$ cat config.mk
export PLATFORM = sky130hd
export DESIGN_NAME = l2_cache_control_flat
export DESIGN_NICKNAME = d
export VERILOG_FILES = /design/src/rtl/l2_cache_control_if.sv /design/src/rtl/l2_cache_control.sv /design/src/flat_wrapper.sv
export SDC_FILE = /design/constraint.sdc
export NUM_CORES = 1
export LEC_CHECK = 0
export ABC_AREA = 1
export BUFFER_PORTS_ARGS = -buffer_cell sky130_fd_sc_hd__buf_2
export CAP_MARGIN = 20
export CORE_ASPECT_RATIO = 1.1
export CORE_MARGIN = 1.5
export CORE_UTILIZATION = 46
export CTS_BUF_LIST = sky130_fd_sc_hd__clkbuf_4
export CTS_CLUSTER_SIZE = 25
export DETAILED_ROUTE_END_ITERATION = 8
export GPL_ROUTABILITY_DRIVEN = 1
export PLACE_DENSITY = 0.9
export SLEW_MARGIN = 10
export SYNTH_ARGS = -nofsm -noshare
export SYNTH_HDL_FRONTEND = slang
export SYNTH_SLANG_ARGS = --single-unit
$ cat constraint.sdc
create_clock -name clk -period 1.6 [get_ports clk]
set_input_delay 0.16 -clock clk [delete_from_list [all_inputs] [get_ports clk]]
set_output_delay 0.16 -clock clk [all_outputs]
set_load 0.05 [all_outputs]
$ cat src/rtl/l2_cache_control_if.sv
// ---------------------------------------------------------------------------
// l2_cache_control_if
//   Bundle of every non-clock signal around the L2 control FSM.
//   - L1 line port   : mem_read, mem_write, mem_address -> mem_resp
//   - pmem port      : pmem_read, pmem_write, pmem_address <- pmem_resp
//   - array port     : read/write index, load strobes and write data out;
//                      registered tag/valid/dirty/LRU outputs back in.
//   modport master : the controller's view (drives pmem and array controls).
//   modport slave  : the environment's view (L1 requester, pmem, arrays).
// ---------------------------------------------------------------------------
interface l2_cache_control_if #(
  parameter int s_index  = 3,
  parameter int s_offset = 5,
  parameter int s_tag    = 32 - s_offset - s_index
);
  // L1 side
  logic               mem_read;
  logic               mem_write;
  logic [31:0]        mem_address;
  logic               mem_resp;
  // pmem side
  logic               pmem_read;
  logic               pmem_write;
  logic [31:0]        pmem_address;
  logic               pmem_resp;
  // array side
  logic [s_index-1:0] arr_rindex;
  logic [s_index-1:0] arr_windex;
  logic [s_tag-1:0]   tag_out0, tag_out1;
  logic               valid_out0, valid_out1;
  logic               dirty_out0, dirty_out1;
  logic               lru_out;
  logic [s_tag-1:0]   tag_in;
  logic               tag_load0, tag_load1;
  logic               valid_load0, valid_load1;
  logic               dirty_load0, dirty_load1;
  logic               data_load0, data_load1;
  logic               lru_load;
  logic               dirty_in;
  logic               lru_in;
  logic               data_sel;
  logic               wb_way;

  modport master (
    input  mem_read, mem_write, mem_address, pmem_resp,
           tag_out0, tag_out1, valid_out0, valid_out1,
           dirty_out0, dirty_out1, lru_out,
    output mem_resp, pmem_read, pmem_write, pmem_address,
           arr_rindex, arr_windex, tag_in,
           tag_load0, tag_load1, valid_load0, valid_load1,
           dirty_load0, dirty_load1, data_load0, data_load1,
           lru_load, dirty_in, lru_in, data_sel, wb_way
  );

  modport slave (
    output mem_read, mem_write, mem_address, pmem_resp,
           tag_out0, tag_out1, valid_out0, valid_out1,
           dirty_out0, dirty_out1, lru_out,
    input  mem_resp, pmem_read, pmem_write, pmem_address,
           arr_rindex, arr_windex, tag_in,
           tag_load0, tag_load1, valid_load0, valid_load1,
           dirty_load0, dirty_load1, data_load0, data_load1,
           lru_load, dirty_in, lru_in, data_sel, wb_way
  );
endinterface

$ cat src/rtl/l2_cache_control.sv
// ---------------------------------------------------------------------------
// l2_cache_control
//   Control FSM of the 2-way set-associative L2 cache (256-bit lines).
//   Ports:
//     clk    : rising-edge clock
//     rst_n  : asynchronous active-low reset
//     bus    : l2_cache_control_if.master
//              L1 request in / mem_resp out, pmem request out / pmem_resp in,
//              array indices, load strobes and write data out, registered
//              array outputs in (1-cycle read latency, write-to-read bypass).
//   States: IDLE -> COMPARE -> (hit) IDLE
//                           -> (miss, dirty victim) WRITEBACK -> FILL
//                           -> (miss, clean victim) FILL
//           FILL -> COMPARE (re-compare hits thanks to the array bypass and
//           performs the LRU update and any write merge).
// ---------------------------------------------------------------------------
module l2_cache_control #(
  parameter int s_index  = 3,
  parameter int s_offset = 5
) (
  input  logic               clk,
  input  logic               rst_n,
  l2_cache_control_if.master bus
);
  localparam int s_tag = 32 - s_offset - s_index;

  typedef enum logic [1:0] {IDLE, COMPARE, WRITEBACK, FILL} state_t;

  typedef struct packed {
    logic [s_tag-1:0]   tag;
    logic [s_index-1:0] idx;
    logic               wr;
  } req_t;

  state_t           state, state_nx;
  req_t             req;
  logic             victim;
  logic [s_tag-1:0] vtag;

  logic hit0, hit1, hit, hit_way, vic_dirty;

  // Offset bits never matter to a line-granular controller.
  logic unused_offset;
  assign unused_offset = ^bus.mem_address[s_offset-1:0];

  // Way 0 wins if both ways ever hit (illegal array state).
  assign hit0      = bus.valid_out0 && (bus.tag_out0 == req.tag);
  assign hit1      = bus.valid_out1 && (bus.tag_out1 == req.tag);
  assign hit       = hit0 || hit1;
  assign hit_way   = ~hit0;
  assign vic_dirty = bus.lru_out ? (bus.valid_out1 && bus.dirty_out1)
                                 : (bus.valid_out0 && bus.dirty_out0);

  assign bus.arr_windex = req.idx;
  assign bus.tag_in     = req.tag;

  // -------------------------------------------------------------------------
  // State and request/victim registers
  // -------------------------------------------------------------------------
  always_ff @(posedge clk or negedge rst_n) begin
    if (!rst_n) begin
      state  <= IDLE;
      req    <= '0;
      victim <= 1'b0;
      vtag   <= '0;
    end else begin
      state <= state_nx;
      if (state == IDLE && (bus.mem_read || bus.mem_write)) begin
        req.tag <= bus.mem_address[31 -: s_tag];
        req.idx <= bus.mem_address[s_offset +: s_index];
        req.wr  <= bus.mem_write;  // write wins when both are high
      end
      // Victim way and its tag are frozen on the way out of COMPARE so the
      // writeback address cannot move even if the arrays were to change.
      if (state == COMPARE && !hit) begin
        victim <= bus.lru_out;
        vtag   <= bus.lru_out ? bus.tag_out1 : bus.tag_out0;
      end
    end
  end

  // -------------------------------------------------------------------------
  // Next state and outputs
  // -------------------------------------------------------------------------
  always_comb begin
    state_nx         = state;
    bus.mem_resp     = 1'b0;
    bus.pmem_read    = 1'b0;
    bus.pmem_write   = 1'b0;
    bus.pmem_address = '0;
    bus.arr_rindex   = req.idx;
    bus.tag_load0    = 1'b0;
    bus.tag_load1    = 1'b0;
    bus.valid_load0  = 1'b0;
    bus.valid_load1  = 1'b0;
    bus.dirty_load0  = 1'b0;
    bus.dirty_load1  = 1'b0;
    bus.data_load0   = 1'b0;
    bus.data_load1   = 1'b0;
    bus.lru_load     = 1'b0;
    bus.dirty_in     = 1'b0;
    bus.lru_in       = 1'b0;
    bus.data_sel     = 1'b0;
    bus.wb_way       = 1'b0;

    case (state)
      IDLE: begin
        // Read the set of the incoming request so COMPARE sees it next cycle.
        bus.arr_rindex = bus.mem_address[s_offset +: s_index];
        if (bus.mem_read || bus.mem_write) state_nx = COMPARE;
      end

      COMPARE: begin
        if (hit) begin
          bus.mem_resp = 1'b1;
          bus.lru_load = 1'b1;
          bus.lru_in   = ~hit_way;
          if (req.wr) begin
            bus.data_load0  = ~hit_way;
            bus.data_load1  = hit_way;
            bus.dirty_load0 = ~hit_way;
            bus.dirty_load1 = hit_way;
            bus.dirty_in    = 1'b1;
            bus.data_sel    = 1'b0;
          end
          state_nx = IDLE;
        end else if (vic_dirty) begin
          state_nx = WRITEBACK;
        end else begin
          state_nx = FILL;
        end
      end

      WRITEBACK: begin
        bus.pmem_write   = 1'b1;
        bus.pmem_address = {vtag, req.idx, {s_offset{1'b0}}};
        bus.wb_way       = victim;
        if (bus.pmem_resp) state_nx = FILL;
      end

      FILL: begin
        bus.pmem_read    = 1'b1;
        bus.pmem_address = {req.tag, req.idx, {s_offset{1'b0}}};
        if (bus.pmem_resp) begin
          bus.data_load0  = ~victim;
          bus.data_load1  = victim;
          bus.tag_load0   = ~victim;
          bus.tag_load1   = victim;
          bus.valid_load0 = ~victim;
          bus.valid_load1 = victim;
          bus.dirty_load0 = ~victim;
          bus.dirty_load1 = victim;
          bus.dirty_in    = 1'b0;
          bus.data_sel    = 1'b1;
          state_nx        = COMPARE;
        end
      end

      default: state_nx = IDLE;
    endcase
  end
endmodule

$ cat src/flat_wrapper.sv
// flat-port wrapper written by rule: the top's interface ports become plain ports
module l2_cache_control_flat 
#(
  parameter int s_index  = 3,
  parameter int s_offset = 5
)
  (clk, rst_n, bus_mem_read, bus_mem_write, bus_mem_address, bus_pmem_resp, bus_tag_out0, bus_tag_out1, bus_valid_out0, bus_valid_out1, bus_dirty_out0, bus_dirty_out1, bus_lru_out, bus_mem_resp, bus_pmem_read, bus_pmem_write, bus_pmem_address, bus_arr_rindex, bus_arr_windex, bus_tag_in, bus_tag_load0, bus_tag_load1, bus_valid_load0, bus_valid_load1, bus_dirty_load0, bus_dirty_load1, bus_data_load0, bus_data_load1, bus_lru_load, bus_dirty_in, bus_lru_in, bus_data_sel, bus_wb_way);
  l2_cache_control_if #(.s_index(s_index), .s_offset(s_offset)) bus_i ();
  input  logic clk;
  input  logic rst_n;
  input wire logic [$bits(bus_i.mem_read)-1:0] bus_mem_read;
  input wire logic [$bits(bus_i.mem_write)-1:0] bus_mem_write;
  input wire logic [$bits(bus_i.mem_address)-1:0] bus_mem_address;
  input wire logic [$bits(bus_i.pmem_resp)-1:0] bus_pmem_resp;
  input wire logic [$bits(bus_i.tag_out0)-1:0] bus_tag_out0;
  input wire logic [$bits(bus_i.tag_out1)-1:0] bus_tag_out1;
  input wire logic [$bits(bus_i.valid_out0)-1:0] bus_valid_out0;
  input wire logic [$bits(bus_i.valid_out1)-1:0] bus_valid_out1;
  input wire logic [$bits(bus_i.dirty_out0)-1:0] bus_dirty_out0;
  input wire logic [$bits(bus_i.dirty_out1)-1:0] bus_dirty_out1;
  input wire logic [$bits(bus_i.lru_out)-1:0] bus_lru_out;
  output wire logic [$bits(bus_i.mem_resp)-1:0] bus_mem_resp;
  output wire logic [$bits(bus_i.pmem_read)-1:0] bus_pmem_read;
  output wire logic [$bits(bus_i.pmem_write)-1:0] bus_pmem_write;
  output wire logic [$bits(bus_i.pmem_address)-1:0] bus_pmem_address;
  output wire logic [$bits(bus_i.arr_rindex)-1:0] bus_arr_rindex;
  output wire logic [$bits(bus_i.arr_windex)-1:0] bus_arr_windex;
  output wire logic [$bits(bus_i.tag_in)-1:0] bus_tag_in;
  output wire logic [$bits(bus_i.tag_load0)-1:0] bus_tag_load0;
  output wire logic [$bits(bus_i.tag_load1)-1:0] bus_tag_load1;
  output wire logic [$bits(bus_i.valid_load0)-1:0] bus_valid_load0;
  output wire logic [$bits(bus_i.valid_load1)-1:0] bus_valid_load1;
  output wire logic [$bits(bus_i.dirty_load0)-1:0] bus_dirty_load0;
  output wire logic [$bits(bus_i.dirty_load1)-1:0] bus_dirty_load1;
  output wire logic [$bits(bus_i.data_load0)-1:0] bus_data_load0;
  output wire logic [$bits(bus_i.data_load1)-1:0] bus_data_load1;
  output wire logic [$bits(bus_i.lru_load)-1:0] bus_lru_load;
  output wire logic [$bits(bus_i.dirty_in)-1:0] bus_dirty_in;
  output wire logic [$bits(bus_i.lru_in)-1:0] bus_lru_in;
  output wire logic [$bits(bus_i.data_sel)-1:0] bus_data_sel;
  output wire logic [$bits(bus_i.wb_way)-1:0] bus_wb_way;
  assign bus_i.mem_read = bus_mem_read;
  assign bus_i.mem_write = bus_mem_write;
  assign bus_i.mem_address = bus_mem_address;
  assign bus_i.pmem_resp = bus_pmem_resp;
  assign bus_i.tag_out0 = bus_tag_out0;
  assign bus_i.tag_out1 = bus_tag_out1;
  assign bus_i.valid_out0 = bus_valid_out0;
  assign bus_i.valid_out1 = bus_valid_out1;
  assign bus_i.dirty_out0 = bus_dirty_out0;
  assign bus_i.dirty_out1 = bus_dirty_out1;
  assign bus_i.lru_out = bus_lru_out;
  assign bus_mem_resp = bus_i.mem_resp;
  assign bus_pmem_read = bus_i.pmem_read;
  assign bus_pmem_write = bus_i.pmem_write;
  assign bus_pmem_address = bus_i.pmem_address;
  assign bus_arr_rindex = bus_i.arr_rindex;
  assign bus_arr_windex = bus_i.arr_windex;
  assign bus_tag_in = bus_i.tag_in;
  assign bus_tag_load0 = bus_i.tag_load0;
  assign bus_tag_load1 = bus_i.tag_load1;
  assign bus_valid_load0 = bus_i.valid_load0;
  assign bus_valid_load1 = bus_i.valid_load1;
  assign bus_dirty_load0 = bus_i.dirty_load0;
  assign bus_dirty_load1 = bus_i.dirty_load1;
  assign bus_data_load0 = bus_i.data_load0;
  assign bus_data_load1 = bus_i.data_load1;
  assign bus_lru_load = bus_i.lru_load;
  assign bus_dirty_in = bus_i.dirty_in;
  assign bus_lru_in = bus_i.lru_in;
  assign bus_data_sel = bus_i.data_sel;
  assign bus_wb_way = bus_i.wb_way;
  l2_cache_control #(.s_index(s_index), .s_offset(s_offset)) u_core (.clk(clk), .rst_n(rst_n), .bus(bus_i));
endmodule
==> results of run 1 <==
## synth_stat cells
cell type	count
buf_8	1
mux2i_1	6
o211ai_1	1
buf_2	2
nor2_2	1
a31oi_1	1
clkbuf_1	11
nand4_1	10
nor3_1	6
conb_1	1
o21ai_2	11
inv_1	96
xor2_1	8
inv_2	14
ha_1	4
clkbuf_2	1
o21ai_0	68
a21oi_1	2
or2_2	1
xnor2_1	4
buf_1	3
nand2_2	12
nand3_1	9
a21boi_0	1
and3_1	2
buf_4	37
nor2_1	50
o22ai_1	22
nand3_2	3
dfrtp_1	55
buf_6	2
nand2_1	209
nand3b_1	1
## cell families (layout without fill, tap and decap cells)
group / count (synthesis) / count (layout) / share of synthesized area
simple gates: 304 / 304 / 0.294
xor+xnor: 12 / 12 / 0.0248
flops: 55 / 55 / 0.324
other cells: 1 / 5 / 0.000884
fa+ha+maj: 4 / 4 / 0.0118
buf+inv: 167 / 392 / 0.187
compound gates: 106 / 106 / 0.143
mux: 6 / 6 / 0.0142
## worst paths after layout
check / depth (start not counted) / end / startpoint / slack (ns)
min: 3 / u_core.bus.tag_in[23] / bus_mem_address[31] / -0.02
max reg2reg: 14 / u_core.vtag[5] / u_core.bus.tag_in[13] / -0.64
min reg2reg: 2 / u_core.vtag[10] / u_core.vtag[10] / 0.56
max in group asynchronous: 3 / u_core.bus.tag_in[14] / rst_n / 0.88
max: 11 / bus_dirty_load1 / u_core.bus.tag_in[13] / -0.97
min in group asynchronous: 3 / u_core.state[1] / rst_n / 0.33
## per-layer routing
metal | part of all wire | routed length, microns | GRT usage
met4 | 0.10 | 2170 | 0.224
met5 | 0 | 0 | 0
met3 | 0.12 | 2580 | 0.0727
met2 | 0.46 | 9860 | 0.599
met1 | 0.32 | 6800 | 0.440
## worst max-delay path: stages, from the launching register on
cell	delay, ns
dfrtp_1	0.48
inv_2	0.09
nand2_1	0.12
nand2_1	0.11
nor2_2	0.20
nand2_1	0.10
nor2_2	0.15
nand3_2	0.16
buf_6	0.17
nand4_1	0.16
nand2_4	0.11
buf_12	0.17
## area by class of cell
class / instances / area (sq um) / area share
multi-input combinational: 437 / 2830 / 0.388
timing repair buffer: 274 / 2400 / 0.329
sequential: 55 / 1390 / 0.191
inverter: 110 / 450 / 0.0618
tap: 114 / 143 / 0.0196
clock buffer: 6 / 45.0 / 0.00618
clock inverter: 2 / 37.5 / 0.00515
## through the flow
stage	TNS, ns	instances	util	power (W)	hold WS, ns
final	-36.69	998	0.817	0.0159	-0.0217
after global placement	-4.36	939	0.657	0.0117	0.179
after floorplan	-7.67	659	-	0.00955	-0.136
after global routing	-41.91	998	0.817	0.0164	-0.0187
after detailed placement	-5.70	939	0.657	0.0118	0.180
after CTS	-20.03	987	0.764	0.0140	0.000407
## state kept, by name, indices dropped and copies added (netlist names)
| signal | count |
|---|---|
| u_core.bus.tag_in | 24 |
| u_core.req | 1 |
| u_core.victim | 1 |
| u_core.state | 2 |
| u_core.bus.arr_windex | 3 |
| u_core.vtag | 24 |
## power breakdown
part	switching [W]	internal, W
clock	0.000519	0.000347
combinational	0.00766	0.00463
sequential	0.000684	0.00209
total	0.00886	0.00706
## repair_timing
| action | in CTS | in global routing |
|---|---|---|
| resized for setup | 135 | 118 |
| buffers inserted | 14 | 12 |
| hold buffers | 23 | 1 |
| gates cloned | 4 | 5 |
| endpoints found under the hold margin | 77 | 1 |
| endpoints found under the setup margin | 71 | 101 |
| pin swaps | 15 | 31 |
==> out/qor.yml, run 1 <==
status: "finished, violations left"
violations: "negative hold slack, negative setup slack"
place_area_sq_mm: 0.00586
pre_cts_ws_ns: -0.204
period_share: 1.60
drive_gt1_frac: 0.481
p_per_area_mw_per_mm2: 2180
antenna_cells: 0
dieWidth_microns: 94.6
skew_ns: 0.0296
synthTopCellsByArea: "dfrtp_1, nand2_1, inv_1"
drtIter0Drc: 870
gp_congestion: 1.03
clk_latency_ns: 0.42
vias_per_cell: 5.92
dieArea_sq_mm: 0.00981
critPathCaptureType: "primary output"
synth-warning-count: 0
finalMaxSlewViolations: 0
hold_ws_ns: -0.0217
numCtsBuffers: 5
ys_types: 33
root_buffer: "clkbuf_4"
fillers: 472
worstPathMaxFanout: 4
die-height_microns: 104
netlist_instances: 655
port_buffers: 157
antenna_left: 0
period_needed_ns: 2.57
maxCapViolations: 0
clockBufferDepth: 2
power.leakage_nw: 3.74
setup_viol: 88
ys_seq_area_frac: 0.324
cts_tree: "yes"
critPathRequiredTime_ns: 1.44
final_nets: 977
dp_hpwl_microns: 11100
rsz0062_at_grt: "true"
wire_per_inst_microns: 21.4
layout_setup_ws_ns: -0.966
crit_type: "reg2out"
final_hold_viol_count: 3
ir_worst_vdd_mv: 1.57
gr-total-overflow: 0
layout_common_cells: "nand2_1, buf_2, inv_1"
grt_max_degree: 32
worstPathArrival_ns: 2.41
clkSinkCount: 55
num_rows: 36
h-tree-depth: 2
fin_area_sq_mm: 0.00729
drt_wl_total_microns: 21400
syn_area_per_cell_sq_um: 6.48
max_freq_ghz: 0.390
io_pins: 168
synthToLayoutAreaGrowth_pct: 71.8
grt_pass1_vias: 5485
layout_commonest_cell: "nand2_1"
drc: 0
antenna_found_initial: 0
vias: 5913
netlist.top_cell.by_area: "dfrtp_1"
synth_seq_cells: 55
core-area_sq_mm: 0.00892
dr.pass1.iters: 8
grt_pass1_wl_microns: 28000
syn_area_sq_mm: 0.00424
hold_path.class: "in2reg"
synth_top_area_share: 0.324
grt_usage: 0.368
cp-start-kind: "flop"
clkTransAtPathRegs_ns: 0.20
start_util: 0.476
Power figures use the tool's default switching activity.
==> run 2: changes to the inputs <==
--- a/config.mk
+++ b/config.mk
@@ -15,6 +15,7 @@
 export CTS_CLUSTER_SIZE = 25
 export DETAILED_ROUTE_END_ITERATION = 8
 export GPL_ROUTABILITY_DRIVEN = 1
+export HOLD_SLACK_MARGIN = 0.1
 export PLACE_DENSITY = 0.9
 export SLEW_MARGIN = 10
 export SYNTH_ARGS = -nofsm -noshare
==> run 2 against run 1 <==
  * Power down 0.69%
  * Largest power group unchanged
  * Combinational power about the same
  * Sequential power hardly changed
  * Critical path depth shrank 1
  * Clock skew decreased by 0.0072 ns
  * Count of clock-buffer cells in the layout did not move
  * The run ends with negative setup slack left
  * Largest cell class unchanged
  * Wire length is 1.2% lower
  * Non-clock buffer count increased by 6
  * Setup slack better by 0.0021 ns
==> out/qor.yml, run 2 (synthesis gave the netlist of run 1 again) <==
status: "finished, violations left"
violations: "negative setup slack"
maxCapViolations: 0
grt_pass1_wl_microns: 28200
vias: 5866
critPathRequiredTime_ns: 1.44
power.leakage_nw: 3.72
drt_wl_total_microns: 21100
skew_ns: 0.0224
gr-total-overflow: 0
grt_usage: 0.370
vias_per_cell: 5.84
clkSinkCount: 55
p_total_w: 0.0158
layout_commonest_cell: "nand2_1"
core-area_sq_mm: 0.00892
crit_type: "reg2out"
setup_viol: 74
dieWidth_microns: 94.6
dr.pass1.iters: 6
place_area_sq_mm: 0.00586
final_hold_viol_count: 0
num_rows: 36
antenna_cells: 0
fillers: 469
drtIter0Drc: 753
wire_per_inst_microns: 21.1
p_per_area_mw_per_mm2: 2160
period_needed_ns: 2.56
rsz0062_at_grt: "true"
r2r_cells: 12
crit_path_max_incr_delay_ns: 0.49
max_freq_ghz: 0.390
root_buffer: "clkbuf_4"
final_nets: 983
clkTransAtPathRegs_ns: 0.19
cp_slowest_cell: "dfrtp_1"
ir_worst_vdd_mv: 1.87
clk_latency_ns: 0.44
h-tree-depth: 2
drive_gt1_frac: 0.473
critPathCaptureType: "primary output"
port_buffers: 157
synthToLayoutAreaGrowth_pct: 72.4
worstPathMaxFanout: 4
start_util: 0.476
layout_common_cells: "nand2_1, buf_2, inv_1"
antenna_found_initial: 0
path_buf_inv: 2
io_pins: 168
grt_pass1_vias: 5540
fin_area_sq_mm: 0.00732
antenna_left: 0
cpLargestDelayFamily: "simple AND/OR/NAND/NOR gates"
layout_setup_ws_ns: -0.964
cp-start-kind: "flop"
numCtsBuffers: 5
clockBufferDepth: 2
dp_hpwl_microns: 11100
gp_congestion: 1.03
period_share: 1.60
cts_tree: "yes"
die-height_microns: 104
cpMostUsedCell: "nand2_2"
fin_util: 0.820
dieArea_sq_mm: 0.00981
grt_max_degree: 32
path_depth: 10
finalMaxSlewViolations: 0
cp_cell_sequence: "nand2_2 -> o21ai_0 -> nor2_1 -> nand2_2 -> nor2_4 -> nand3_4 -> buf_6 -> nand4_1 -> nand2_4 -> buf_12"
worstPathArrival_ns: 2.40
drc: 0
hold_path_depth: 5
hold_path.class: "in2reg"
[run 2: cell count changes in the layout (fill, tap and decap cells not counted), moves of 4 or more]
cell / before / now
dlygate4sd3_1: 24 / 30
buf_4: 61 / 65
o21ai_0: 44 / 51
o21ai_2: 18 / 13
nand2_1: 164 / 171
nand2_4: 13 / 9
[run 2: routing by layer]
metal  part of all wire  vias up  routed length [microns]  track usage
met5                  0        -                        0            0
met4              0.085        0                     1810        0.212
met3               0.11      174                     2360       0.0866
met2               0.47      557                     9930        0.616
met1               0.33     2674                     7050        0.425
li1                   -     2461                        -            -
[run 2: path summary, 6_finish.rpt]
| check | slack [ns] | endpoint | startpoint |
|---|---|---|---|
| max | -0.96 | bus_dirty_load1 | u_core.bus.tag_in[1] |
| min | 0.07 | u_core.vtag[6] | bus_tag_out1[6] |
| max reg2reg | -0.70 | u_core.vtag[3] | u_core.bus.tag_in[1] |
| min reg2reg | 0.52 | u_core.vtag[2] | u_core.vtag[2] |
| max in group asynchronous | 0.89 | u_core.bus.tag_in[0] | rst_n |
| min in group asynchronous | 0.34 | u_core.bus.tag_in[8] | rst_n |
[run 2: worst register-to-register path, delay by kind of cell, from the launching register on]
kind,cells,cell delay (ns)
flip-flops,1,0.49
AND/OR/NAND/NOR,6,0.91
buffers and inverters,4,0.51
AO/OA/AOI/OAI,2,0.33
[run 2: layout make-up]
type                       instances  area [sq um]  share of cell area
clock buffer                       6          45.0             0.00616
clock inverter                     2          37.5             0.00513
inverter                         110           445              0.0609
multi-input combinational        437          2830               0.387
sequential                        55          1390               0.190
tap                              114           143              0.0195
timing repair buffer             280          2420               0.331
[run 2: timing repair]
| action | CTS | global route |
|---|---|---|
| gates resized for setup | 135 | 101 |
| hold buffers | 30 | 0 |
| cloned | 4 | 4 |
| buffers inserted | 14 | 12 |
| pin swaps | 15 | 35 |
| setup endpoints to repair | 71 | 101 |
| hold endpoints to repair | 84 | 0 |
[run 2: through the flow]
step	std cells	setup TNS (ns)	hold WS [ns]	worst slack (ns)
2_1_floorplan	659	-7.67	-0.136	-0.326
3_3_place_gp	939	-4.36	0.179	-0.206
3_5_place_dp	939	-5.70	0.180	-0.204
4_1_cts	994	-20.03	0.101	-0.577
5_1_grt	1004	-39.13	0.113	-1.02
6_report	1004	-37.39	0.0671	-0.964
[run 2: power by group]
part / internal (W) / switching [W] / total, W
registers: 0.00209 / 0.000698 / 0.00279
logic: 0.00461 / 0.00753 / 0.0121
clock network: 0.000346 / 0.000534 / 0.000880
total: 0.00705 / 0.00877 / 0.0158
==> run 3: changes to the inputs <==
--- a/config.mk
+++ b/config.mk
@@ -17,6 +17,7 @@
 export GPL_ROUTABILITY_DRIVEN = 1
 export HOLD_SLACK_MARGIN = 0.1
 export PLACE_DENSITY = 0.9
+export SETUP_SLACK_MARGIN = 0.05
 export SLEW_MARGIN = 10
 export SYNTH_ARGS = -nofsm -noshare
 export SYNTH_HDL_FRONTEND = slang
==> run 3 against run 2 <==
  * The run still ends with negative setup slack left
  * Global-route usage increased by 0.74 points
  * Cell count rose by 1.8%
  * Fmax fell by 0.11%
  * Via count grew 5.9%
  * Clock power down 2%
  * Sequential share of layout area down 0.83 points
  * First-iteration DRC count increased by 31%
  * Register-to-register slack got worse by 0.09 ns
  * Sequential power is essentially flat
  * Core utilization rose by 3.3 points
  * Highest routed layer unchanged
==> out/qor.yml, run 3 (synthesis gave the netlist of run 1 again) <==
status: "finished, violations left"
violations: "negative setup slack"
hold_path_depth: 3
clkTransAtPathRegs_ns: 0.20
p_total_w: 0.0168
gr-total-overflow: 0
clkSinkCount: 55
gp_congestion: 1.07
layout_common_cells: "nand2_1, buf_2, inv_1"
die-height_microns: 104
drt_wl_total_microns: 23100
dieArea_sq_mm: 0.00981
r2r-start: "u_core.bus.tag_in[23]"
grt_max_degree: 44
finalNonFillerCells: 1022
num_rows: 36
io_pins: 168
layout_commonest_cell: "nand2_1"
h-tree-depth: 2
p_per_area_mw_per_mm2: 2210
period_share: 1.60
dr_wl_met3_microns: 2730
ir_worst_vdd_mv: 1.77
antenna_found_initial: 0
worstPathArrival_ns: 2.41
placed_cells: 939
clk_latency_ns: 0.44
critPathRequiredTime_ns: 1.44
port_buffers: 157
antenna_left: 0
whs_endpoint: "u_core.vtag[20]"
crit_type: "reg2out"
r2r_slack_ns: -0.79
start_util: 0.476
root_buffer: "clkbuf_4"
power.leakage_nw: 3.90
clockBufferDepth: 2
drive_gt1_frac: 0.496
maxCapViolations: 0
finalMaxSlewViolations: 0
holdCritStartpoint: "bus_tag_out0[20]"
wire_per_inst_microns: 22.6
dieWidth_microns: 94.6
rsz0062_at_grt: "true"
place_area_sq_mm: 0.00586
hold_path.class: "in2reg"
final_hold_viol_count: 0
dp_hpwl_microns: 11200
met2_length_microns: 10500
cts_tree: "yes"
synthToLayoutAreaGrowth_pct: 79.3
vias_per_cell: 6.08
layout_setup_ws_ns: -0.967
grt_pass1_wl_microns: 28500
worstPathMaxFanout: 3
route.top_layer_used: "met4"
met1Wirelength_microns: 7400
grt_pass1_vias: 5742
period_needed_ns: 2.57
skew_ns: 0.0304
drtIter0Drc: 983
fin_area_sq_mm: 0.00761
critPathCaptureType: "primary output"
pre_cts_ws_ns: -0.235
fillers: 414
cp-start-kind: "flop"
numCtsBuffers: 5
max_freq_ghz: 0.390
antenna_cells: 0
r2r-end: "u_core.vtag[19]"
r2r_cells: 12
setup_viol: 74
vias: 6214
final_nets: 1001
grt_usage: 0.377
drc: 0
dr.pass1.iters: 7
core-area_sq_mm: 0.00892
==> run 3: worst max-delay path, cell delays in order, from the launching register on <==
cell	delay, ns
dfrtp_1	0.50
xnor2_2	0.29
nand3_1	0.16
nor2_1	0.14
and3_1	0.20
nand2_2	0.15
nor2_4	0.18
nand2_2	0.09
nand2_4	0.11
buf_8	0.16
==> run 3: how the worst max path moves through the flow <==
stage	startpoint	end
floorplan	u_core.bus.tag_in[3]	bus_dirty_load0
global placement	u_core.bus.tag_in[18]	bus_dirty_in
detailed placement	u_core.bus.tag_in[3]	bus_dirty_in
CTS	u_core.bus.tag_in[3]	bus_lru_load
global route	u_core.bus.tag_in[10]	bus_dirty_load0
finish	u_core.bus.tag_in[22]	bus_dirty_load0
==> run 3: timing repair <==
action,in CTS,in global routing
cloned,7,2
pin swaps,38,28
endpoints found under the setup margin,72,99
setup buffers,15,15
gates resized for setup,195,76
hold buffers,35,1
hold endpoints to repair,87,1
==> run 3: stage by stage <==
step | util | TNS, ns | hold slack, ns
after floorplan | - | -4.39 | -0.136
after global placement | 0.657 | -4.54 | 0.216
after detailed placement | 0.657 | -5.64 | 0.207
after CTS | 0.805 | -25.85 | 0.100
after global routing | 0.853 | -41.63 | 0.103
final | 0.853 | -41.30 | 0.0886
==> run 3: final cells by class <==
class | count | area, sq um | share of cell area
tap | 114 | 143 | 0.0187
clock buffer | 5 | 37.5 | 0.00493
multi-input combinational | 437 | 2890 | 0.379
inverter | 110 | 445 | 0.0585
clock inverter | 3 | 38.8 | 0.00510
timing repair buffer | 298 | 2680 | 0.352
sequential | 55 | 1380 | 0.182
==> run 3: report_power, final <==
group / internal, W / switching, W
clock: 0.000322 / 0.000543
sequential: 0.00207 / 0.000732
combinational: 0.00507 / 0.00805
==> run 3: per-layer routing <==
layer | global-route usage | vias up
met5 | 0 | -
met4 | 0.235 | 0
met3 | 0.0742 | 267
met2 | 0.637 | 661
met1 | 0.427 | 2790
li1 | - | 2496
